<file path="src/rtl/stream_unpack_pkg.sv">
// Shared types and helpers for the stream_unpack block.
// Optional feature macro: STREAM_UNPACK_SHORT_EN (early word termination on in_last).
package stream_unpack_pkg;

  // Controller states: gather slices, then present the finished word.
  typedef enum logic {
    COLLECT = 1'b0,
    HOLD    = 1'b1
  } state_e;

  // Width of a counter that runs 0..n-1.
  function automatic int unsigned cnt_width(input int unsigned n);
    return (n <= 1) ? 1 : $clog2(n);
  endfunction

endpackage

</file>
<file path="src/rtl/stream_unpack_ctrl.sv">
// Handshake FSM and slice counter for stream_unpack.
// Optional feature macro: STREAM_UNPACK_SHORT_EN adds in_last early termination.
module stream_unpack_ctrl
  import stream_unpack_pkg::*;
#(
  parameter int unsigned N    = 4,
  parameter int unsigned CntW = cnt_width(N)
) (
  input  logic            clk,
  input  logic            rst,
  input  logic            in_valid,
  input  logic            out_ready,
`ifdef STREAM_UNPACK_SHORT_EN
  input  logic            in_last,
  output logic            out_short,
`endif
  output logic            in_ready,
  output logic            in_xfer,
  output logic            out_valid,
  output logic [CntW-1:0] cnt
);

  state_e          state_q;
  logic [CntW-1:0] cnt_q;
  logic            last_slot;
  logic            word_end;
`ifdef STREAM_UNPACK_SHORT_EN
  logic            early;
  logic            short_q;
`endif

  // cnt is always 0 in HOLD, so a slice taken there is slot 0 of the next word.
  assign last_slot = (cnt_q == CntW'(N - 1));
`ifdef STREAM_UNPACK_SHORT_EN
  assign early     = in_last & ~last_slot;
  assign word_end  = last_slot | early;
  assign out_short = short_q;
`else
  assign word_end  = last_slot;
`endif

  // Reset blocks acceptance so a discarded word cannot be refilled in the same cycle.
  assign in_ready  = ~rst & ((state_q == COLLECT) | out_ready);
  assign in_xfer   = in_valid & in_ready;
  assign out_valid = (state_q == HOLD);
  assign cnt       = cnt_q;

  // State, counter and short flag; any accepted slice decides the next state.
  always_ff @(posedge clk) begin
    if (rst) begin
      state_q <= COLLECT;
      cnt_q   <= '0;
`ifdef STREAM_UNPACK_SHORT_EN
      short_q <= 1'b0;
`endif
    end else if (in_xfer) begin
      if (word_end) begin
        state_q <= HOLD;
        cnt_q   <= '0;
`ifdef STREAM_UNPACK_SHORT_EN
        short_q <= early;
`endif
      end else begin
        state_q <= COLLECT;
        cnt_q   <= cnt_q + 1'b1;
      end
    end else if ((state_q == HOLD) && out_ready) begin
      state_q <= COLLECT;
    end
  end

endmodule

</file>
<file path="src/rtl/stream_unpack.sv">
// Slice-to-word unpacker: reassembles SLICE_W-bit slices into WORD_W-bit words.
// Optional feature macro: STREAM_UNPACK_SHORT_EN enables in_last early termination
// with zero padding and out_short; without it in_last is ignored and out_short is 0.
module stream_unpack
  import stream_unpack_pkg::*;
#(
  parameter int unsigned WORD_W  = 16,
  parameter int unsigned SLICE_W = 4
) (
  input  logic               clk,
  input  logic               rst,
  input  logic               in_valid,
  output logic               in_ready,
  input  logic [SLICE_W-1:0] in_slice,
  input  logic               in_last,
  input  logic               rev_order,
  output logic               out_valid,
  input  logic               out_ready,
  output logic [WORD_W-1:0]  out_word,
  output logic               out_short
);

  localparam int unsigned N    = WORD_W / SLICE_W;
  localparam int unsigned CntW = cnt_width(N);

  logic              in_xfer;
  logic [CntW-1:0]   cnt;
  logic              first;
  logic              rev_use;
  logic              rev_q;
  int unsigned       idx;
  logic [WORD_W-1:0] word_q;
  logic [WORD_W-1:0] word_d;

  stream_unpack_ctrl #(
    .N    (N),
    .CntW (CntW)
  ) u_ctrl (
    .clk       (clk),
    .rst       (rst),
    .in_valid  (in_valid),
    .out_ready (out_ready),
`ifdef STREAM_UNPACK_SHORT_EN
    .in_last   (in_last),
    .out_short (out_short),
`endif
    .in_ready  (in_ready),
    .in_xfer   (in_xfer),
    .out_valid (out_valid),
    .cnt       (cnt)
  );

`ifndef STREAM_UNPACK_SHORT_EN
  logic unused_in_last;
  assign unused_in_last = in_last;
  assign out_short      = 1'b0;
`endif

  assign first    = (cnt == '0);
  assign out_word = word_q;

  // Place the incoming slice; slot 0 starts from a cleared word so gaps read as 0.
  always_comb begin
    rev_use = first ? rev_order : rev_q;
    idx     = rev_use ? int'(cnt) : (N - 1 - int'(cnt));
    word_d  = first ? '0 : word_q;
    word_d[idx*SLICE_W +: SLICE_W] = in_slice;
  end

  // Assembly register and per-word order latch.
  always_ff @(posedge clk) begin
    if (rst) begin
      word_q <= '0;
      rev_q  <= 1'b0;
    end else if (in_xfer) begin
      word_q <= word_d;
      if (first) rev_q <= rev_order;
    end
  end

endmodule

</file>
<file path="config.mk">
export PLATFORM = sky130hd
export DESIGN_NAME = stream_unpack
export DESIGN_NICKNAME = d
export VERILOG_FILES = /design/src/rtl/stream_unpack_pkg.sv /design/src/rtl/stream_unpack_ctrl.sv /design/src/rtl/stream_unpack.sv
export SDC_FILE = /design/constraint.sdc
export NUM_CORES = 1
export LEC_CHECK = 0
export ABC_CLOCK_PERIOD_IN_PS = 3850
export CAP_MARGIN = 20
export CORE_MARGIN = 1
export CORE_UTILIZATION = 48
export CTS_CLUSTER_DIAMETER = 50
export DETAILED_ROUTE_END_ITERATION = 8
export PLACE_DENSITY = 0.82
export SYNTH_ARGS = -nofsm -noshare
export SYNTH_HDL_FRONTEND = slang
export SYNTH_SLANG_ARGS = --single-unit
</file>
<file path="constraint.sdc">
create_clock -name clk -period 3.85 [get_ports clk]
set_input_delay 0.385 -clock clk [delete_from_list [all_inputs] [get_ports clk]]
set_output_delay 0.385 -clock clk [all_outputs]
set_load 0.02 [all_outputs]
</file>
==> reports/qor.csv, run 1 <==
stage,metric,value,unit
drt,wl_met3,98,um
clock_network,hold_buffers,0,
finish,final_core_util,70.53,%
finish,layout-drive-gt1-share,14.66,%
power,vdd_drop_max,0.3131,mV
finish,area_growth,32.94,%
drt,post_drt_wl_per_cell,14.25,um
sta,rsz0062_at_grt,false,
power,totalPowerFinal,0.4757,mW
critical_path,start_kind,primary input,
yosys,synth_top_area_share,42.33,%
critical_path,criticalPathCategory,primary input to primary output,
grt,antenna_found_initial,0,
finish,diodes,0,
clock_network,numCtsBuffers,3,
yosys,ys_seq_area_share,42.33,%
yosys,yosysUniqueCellTypes,34,
drt,routed_wl,2009,um
drt,viasPerCell,5.574,
clock_network,htreeDepth,1,
sta,fin_skew,0.006508,ns
power,power_frac_clock,35.9,%
power,seq_power_share,46.5,%
drt,vias,786,
power,switching_share,24.33,%
clock_network,clock-root-buffer,clkbuf_4,
sta,final-max-slew-violation-count,0,
grt,grt_pass1_vias,721,
yosys,synth_area_leader_cell,dfxtp_1,
floorplan,initial_core_util,53.05,%
floorplan,die_width,46.39,um
run,cap_violations,0,
critical_path,worstReg2RegEnd,out_word[13]$_SDFFE_PP0P_,
drt,drtIter0Drc,13,
power,p_per_area,378.3,nW/um^2
drt,drc,0,
power,p_int,0.3600,mW
floorplan,core_area,1783,um^2
yosys,synth_warnings,0,
yosys,syn_area_per_cell,10.39,um^2
drt,ant_nets,0,
grt,grt-ovfl-total,0,
critical_path,worst_r2r_path_depth,6,
drt,met2_length,946,um
sta,final-setup-viol-count,0,
critical_path,endpoint_kind,primary output,
grt,grt_max_degree,13,
clock_network,cts_resized,0,
outcome,status,"finished, final reports clean",
worst_hold_path,hold_class,register to register,
drt,wl_met1,949,um
clock_network,insertion_delay,0.30,ns
clock_network,cts.sinks,20,
yosys,netlist_top_cells_area,"dfxtp_1 42%, a22o_1 9.3%, nor2b_1 4.0%",
critical_path,cp-startpoint,rst,
critical_path,worstPathArrival,1.99,ns
power,leakagePower,0.4902,nW
clock_network,cts_tree,built,
clock_network,cts_setup_buffers,0,
sta,fin_setup_tns,0,ns
clock_network,path_clk_slew,0.11,ns
finish,finalNetCount,129,
power,power.share.combinational,17.6,%
place,place.gp.congestion,0.7898,
sta,min_period,2.379,ns
yosys,syn_inst,91,
critical_path,crit_path_max_fanout,12,
floorplan,io_pins,29,
floorplan,rows,15,
yosys,postSynthNetCount,103,
yosys,synth-seq-cells,20,
sta,fmax,0.4204,GHz
floorplan,die_height,46.39,um
sta,hold_viol,0,
drt,top_layer_used,met4,
critical_path,r2r_slack,1.79,ns
sta,fin_crit_sh,61.79,%
grt,grt_usage,21.93,%
place,io_buffers,26,
clock_network,cts_max_path_buffers,2,
critical_path,cp.required,3.46,ns
place,dp_hpwl,1385,um
critical_path,r2r-start,u_ctrl.cnt[0]$_SDFFE_PP0P_,
critical_path,endpoint,in_ready,
floorplan,die_area,2152,um^2
drt,first_pass_iters,4,
yosys,netlist_area,945.9,um^2
grt,grt_pass1_wl,3229,um
power,power.switching,0.1157,mW
-- per-stage QoR --
step | cell area [um^2] | instances | hold slack [ns] | setup slack [ns]
CTS | 1257 | 141 | 0.4800 | 1.468
detailed placement | 1205 | 137 | 0.4456 | 1.458
finish | 1257 | 141 | 0.4761 | 1.471
global route | 1257 | 141 | 0.5017 | 1.393
global placement | 1205 | 137 | 0.4546 | 1.496
floorplan | 945.9 | 91 | 0.5301 | 1.962
-- worst min path at each step --
stage,endpoint,slack [ns],from,cells past startpoint
2_1_floorplan,u_ctrl.out_valid$_SDFFE_PP0P_,0.53,in_valid,2
3_3_place_gp,out_word[14]$_SDFFE_PP0P_,0.45,out_word[14]$_SDFFE_PP0P_,1
6_report,out_word[14]$_SDFFE_PP0P_,0.48,out_word[14]$_SDFFE_PP0P_,1
3_5_place_dp,out_word[14]$_SDFFE_PP0P_,0.45,out_word[14]$_SDFFE_PP0P_,1
5_1_grt,out_word[15]$_SDFFE_PP0P_,0.50,out_word[15]$_SDFFE_PP0P_,1
4_1_cts,out_word[12]$_SDFFE_PP0P_,0.48,out_word[12]$_SDFFE_PP0P_,1
-- cell usage in the layout, fill, tap and decap left out --
| cell type | instances |
|---|---|
| dfxtp_1 | 20 |
| o2bb2ai_1 | 3 |
| nor2b_1 | 6 |
| a2bb2o_4 | 1 |
| a22o_1 | 10 |
| inv_1 | 7 |
| and2_1 | 2 |
| a311o_1 | 1 |
| nand4_1 | 1 |
| nor3_1 | 3 |
| conb_1 | 1 |
| a21oi_2 | 1 |
| mux2_4 | 1 |
| nand3b_2 | 1 |
| a211o_1 | 1 |
| and3_1 | 1 |
| nor2_1 | 5 |
| a211oi_1 | 1 |
| ha_1 | 2 |
| nor3b_2 | 1 |
| a221o_2 | 1 |
| mux2i_1 | 3 |
| clkdlybuf4s50_1 | 26 |
| mux2i_4 | 1 |
| and2b_2 | 1 |
| a22o_2 | 3 |
| nand2_1 | 3 |
| clkbuf_4 | 3 |
| a21oi_1 | 3 |
| bufinv_16 | 1 |
| a311o_2 | 1 |
| nand2b_4 | 1 |
-- area by class of cell --
type	count	area, um^2
Fill cell	140	525.5
Multi-Input combinational cell	59	486.7
Sequential cell	20	400.4
Timing Repair Buffer	26	260.3
Tap cell	25	31.28
Clock inverter	1	30.03
Inverter	7	26.28
Clock buffer	3	22.52
-- sequential cells by signal, indices dropped and copies added, names as in the netlist --
signal,count
out_word,16
u_ctrl.cnt,2
rev_q,1
u_ctrl.out_valid,1
-- kinds of logic (layout without fill, tap and decap cells) --
kind of cell	count (synthesis)	count (layout)	synth area share [%]
buffers and inverters	12	37	6.216
DFF	20	20	42.33
other	1	1	0.3964
AOI/OAI and AO/OA	26	26	25.00
and+or+nand+nor	25	25	16.27
adders and majority gates	2	2	2.645
muxes	5	5	7.142
-- cells in the mapped netlist --
| cell | instances |
|---|---|
| a211oi_1 | 1 |
| nor2_1 | 5 |
| mux2_4 | 1 |
| nor3_1 | 3 |
| clkbuf_1 | 1 |
| and2_1 | 2 |
| nor2b_1 | 6 |
| buf_4 | 1 |
| a21oi_1 | 3 |
| o2bb2ai_1 | 3 |
| inv_1 | 7 |
| a311o_1 | 1 |
| a221o_2 | 1 |
| nor3b_2 | 1 |
| a2bb2o_4 | 1 |
| nand4_1 | 1 |
| mux2i_1 | 3 |
| dfxtp_1 | 20 |
| a311o_2 | 1 |
| nand2_1 | 3 |
| nand3b_2 | 1 |
| and3_1 | 1 |
| clkbuf_2 | 1 |
| ha_1 | 2 |
| buf_2 | 1 |
| a21oi_2 | 1 |
| a22o_1 | 10 |
| conb_1 | 1 |
| a22o_2 | 3 |
| a211o_1 | 1 |
| and2b_2 | 1 |
| buf_6 | 1 |
| nand2b_4 | 1 |
| mux2i_4 | 1 |
-- power by group through the flow --
stage | clock network (mW) | logic, mW | registers [mW]
6_report | 0.171 | 0.0837 | 0.221
5_1_grt | 0.182 | 0.0902 | 0.222
4_1_cts | 0.174 | 0.0837 | 0.221
3_5_place_dp | 0 | 0.0821 | 0.225
3_3_place_gp | 0 | 0.0810 | 0.225
2_1_floorplan | 0 | 0.0587 | 0.225
-- critical path: stages --
cell and delay [ns]:
clkdlybuf4s50_1 0.75, inv_1 0.17, and2_1 0.17, clkdlybuf4s50_1 0.53
-- layer usage --
metal	up-vias	GRT usage, %
met3	2	5.490
met4	0	10.59
li1	379	-
met2	27	33.89
met5	-	0
met1	378	28.13
(Power assumes the default switching activity.)
==> inputs of run 2 (changes only) <==
--- a/config.mk
+++ b/config.mk
@@ -5,13 +5,13 @@
 export SDC_FILE = /design/constraint.sdc
 export NUM_CORES = 1
 export LEC_CHECK = 0
-export ABC_CLOCK_PERIOD_IN_PS = 3850
+export ABC_CLOCK_PERIOD_IN_PS = 2500
 export CAP_MARGIN = 20
 export CORE_MARGIN = 1
-export CORE_UTILIZATION = 48
+export CORE_UTILIZATION = 45
 export CTS_CLUSTER_DIAMETER = 50
 export DETAILED_ROUTE_END_ITERATION = 8
-export PLACE_DENSITY = 0.82
+export PLACE_DENSITY = 0.77
 export SYNTH_ARGS = -nofsm -noshare
 export SYNTH_HDL_FRONTEND = slang
 export SYNTH_SLANG_ARGS = --single-unit
==> constraint.sdc (replaced) <==
create_clock -name clk -period 2.5 [get_ports clk]
set_input_delay 0.25 -clock clk [delete_from_list [all_inputs] [get_ports clk]]
set_output_delay 0.25 -clock clk [all_outputs]
set_load 0.02 [all_outputs]
==> reports/qor.csv, run 2 (synthesized netlist as in run 1, its figures left out) <==
stage,metric,value,unit
outcome,status,"finished, final reports clean",
drt,routed_wl,1829,um
drt,drc,0,
critical_path,worstPathArrival,2.28,ns
finish,post-route-cell-area,1251,um^2
critical_path,criticalPathCategory,register to register,
critical_path,cp_num_buf_inv,1,
critical_path,cpLargestDelayFamily,multiplexers,
sta,fin_setup_tns,0,ns
sta,final-setup-viol-count,0,
critical_path,r2r-start,u_ctrl.cnt[0]$_SDFFE_PP0P_,
worst_hold_path,hold_start,out_word[12]$_SDFFE_PP0P_,
power,vdd_drop_max,0.3478,mV
critical_path,slowest_delay,0.53,ns
drt,post_drt_wl_per_cell,12.70,um
sta,hold_viol,0,
floorplan,io_pins,29,
finish,layout_commonest_cell,clkdlybuf4s50_1,
critical_path,start_kind,register,
drt,viasPerCell,5.410,
power,p_per_area,519.2,nW/um^2
clock_network,numCtsBuffers,3,
clock_network,cts_setup_buffers,0,
finish,diodes,0,
floorplan,rows,16,
clock_network,hold_buffers,0,
sta,final-max-slew-violation-count,0,
finish,area_growth,32.28,%
worst_hold_path,hold_class,register to register,
grt,antenna_found_initial,0,
critical_path,cp.required,2.69,ns
grt,grt_pass1_vias,683,
clock_network,clock-root-buffer,clkbuf_4,
place,dp_hpwl,1405,um
grt,grt-ovfl-total,0,
clock_network,cts_max_path_buffers,2,
critical_path,path_cells,inv_1 -> ha_1 -> mux2i_4 -> mux2_4 -> nand3b_2 -> a2bb2o_4,
run,cap_violations,0,
sta,rsz0062_at_grt,false,
critical_path,crit_path_max_fanout,11,
drt,ant_nets,0,
floorplan,die_width,47.85,um
clock_network,insertion_delay,0.29,ns
grt,grt_usage,17.71,%
clock_network,path_clk_slew,0.11,ns
floorplan,die_area,2289,um^2
clock_network,cts.sinks,20,
sta,fmax,0.4806,GHz
place,place.gp.congestion,0.7485,
sta,fin_skew,0.003087,ns
drt,first_pass_iters,4,
drt,vias,779,
clock_network,cts_tree,built,
sta,fin_crit_sh,83.23,%
finish,layout-drive-gt1-share,15.38,%
critical_path,critPathSlowestCell,dfxtp_1,
place,io_buffers,26,
sta,min_period,2.081,ns
grt,grt_pass1_wl,2863,um
power,leakagePower,0.4880,nW
drt,drtIter0Drc,17,
critical_path,cp-startpoint,u_ctrl.cnt[0]$_SDFFE_PP0P_,
finish,largest_reg_flops,16,
finish,most-common-layout-cells,"26 x clkdlybuf4s50_1, 20 x dfxtp_1, 10 x a22o_1, 7 x inv_1, 6 x nor2b_1",
place,placed_cell_area,1215,um^2
floorplan,die_height,47.85,um
clock_network,cts_resized,0,
finish,finalNetCount,130,
clock_network,htreeDepth,1,
critical_path,endpoint_kind,register,
grt,grt_max_degree,12,
floorplan,core_area,1962,um^2
floorplan,initial_core_util,48.21,%
-- run 2: layer usage --
layer	part of all wire, %	GRT usage, %
met1	46	24.43
met2	45	26.76
met3	7.3	3.774
met4	1.5	7.222
met5	0	0
-- run 2: report_power, final --
part / switching, mW / total (mW) / internal [mW] / leakage, nW
logic: 0.0627 / 0.128 / 0.0654 / 0.305
registers: 0.0120 / 0.340 / 0.328 / 0.162
clock network: 0.0932 / 0.182 / 0.0886 / 0.0210
total: 0.168 / 0.650 / 0.482 / 0.488
-- run 2: area by class of cell --
cell class                      instances  area (um^2)
Tap cell                               27        33.78
Clock buffer                            4        36.28
Inverter                                7        26.28
Multi-Input combinational cell         59        486.7
Fill cell                             187        710.7
Timing Repair Buffer                   27        267.8
Sequential cell                        20        400.4
-- run 2: worst reg2reg max path: cells and delay by family (launching register included) --
family / cells / cell delay (ns)
buf+inv: 1 / 0.13
simple gates: 1 / 0.12
fa+ha+maj: 1 / 0.28
mux: 2 / 0.70
compound gates: 1 / 0.22
flops: 1 / 0.53
-- run 2: path summary, 6_finish.rpt --
check / endpoint / slack [ns] / depth (start not counted)
worst min register to register: out_word[12]$_SDFFE_PP0P_ / 0.47 / 1
worst min-delay path: out_word[12]$_SDFFE_PP0P_ / 0.47 / 1
worst max register to register: out_word[13]$_SDFFE_PP0P_ / 0.42 / 6
worst max-delay path: out_word[13]$_SDFFE_PP0P_ / 0.42 / 6
-- run 2: metrics by stage --
stage / power, mW / cells / setup WS (ns) / utilization [%] / hold WS (ns)
finish: 0.6496 / 144 / 0.4194 / 63.78 / 0.4723
global route: 0.6757 / 144 / 0.3036 / 63.78 / 0.4989
CTS: 0.6511 / 144 / 0.4292 / 63.78 / 0.4780
detailed placement: 0.4742 / 140 / 0.4397 / 61.93 / 0.4476
global placement: 0.4710 / 140 / 0.5005 / 61.93 / 0.4468
floorplan: 0.4377 / 91 / 0.6116 / - / 0.3951
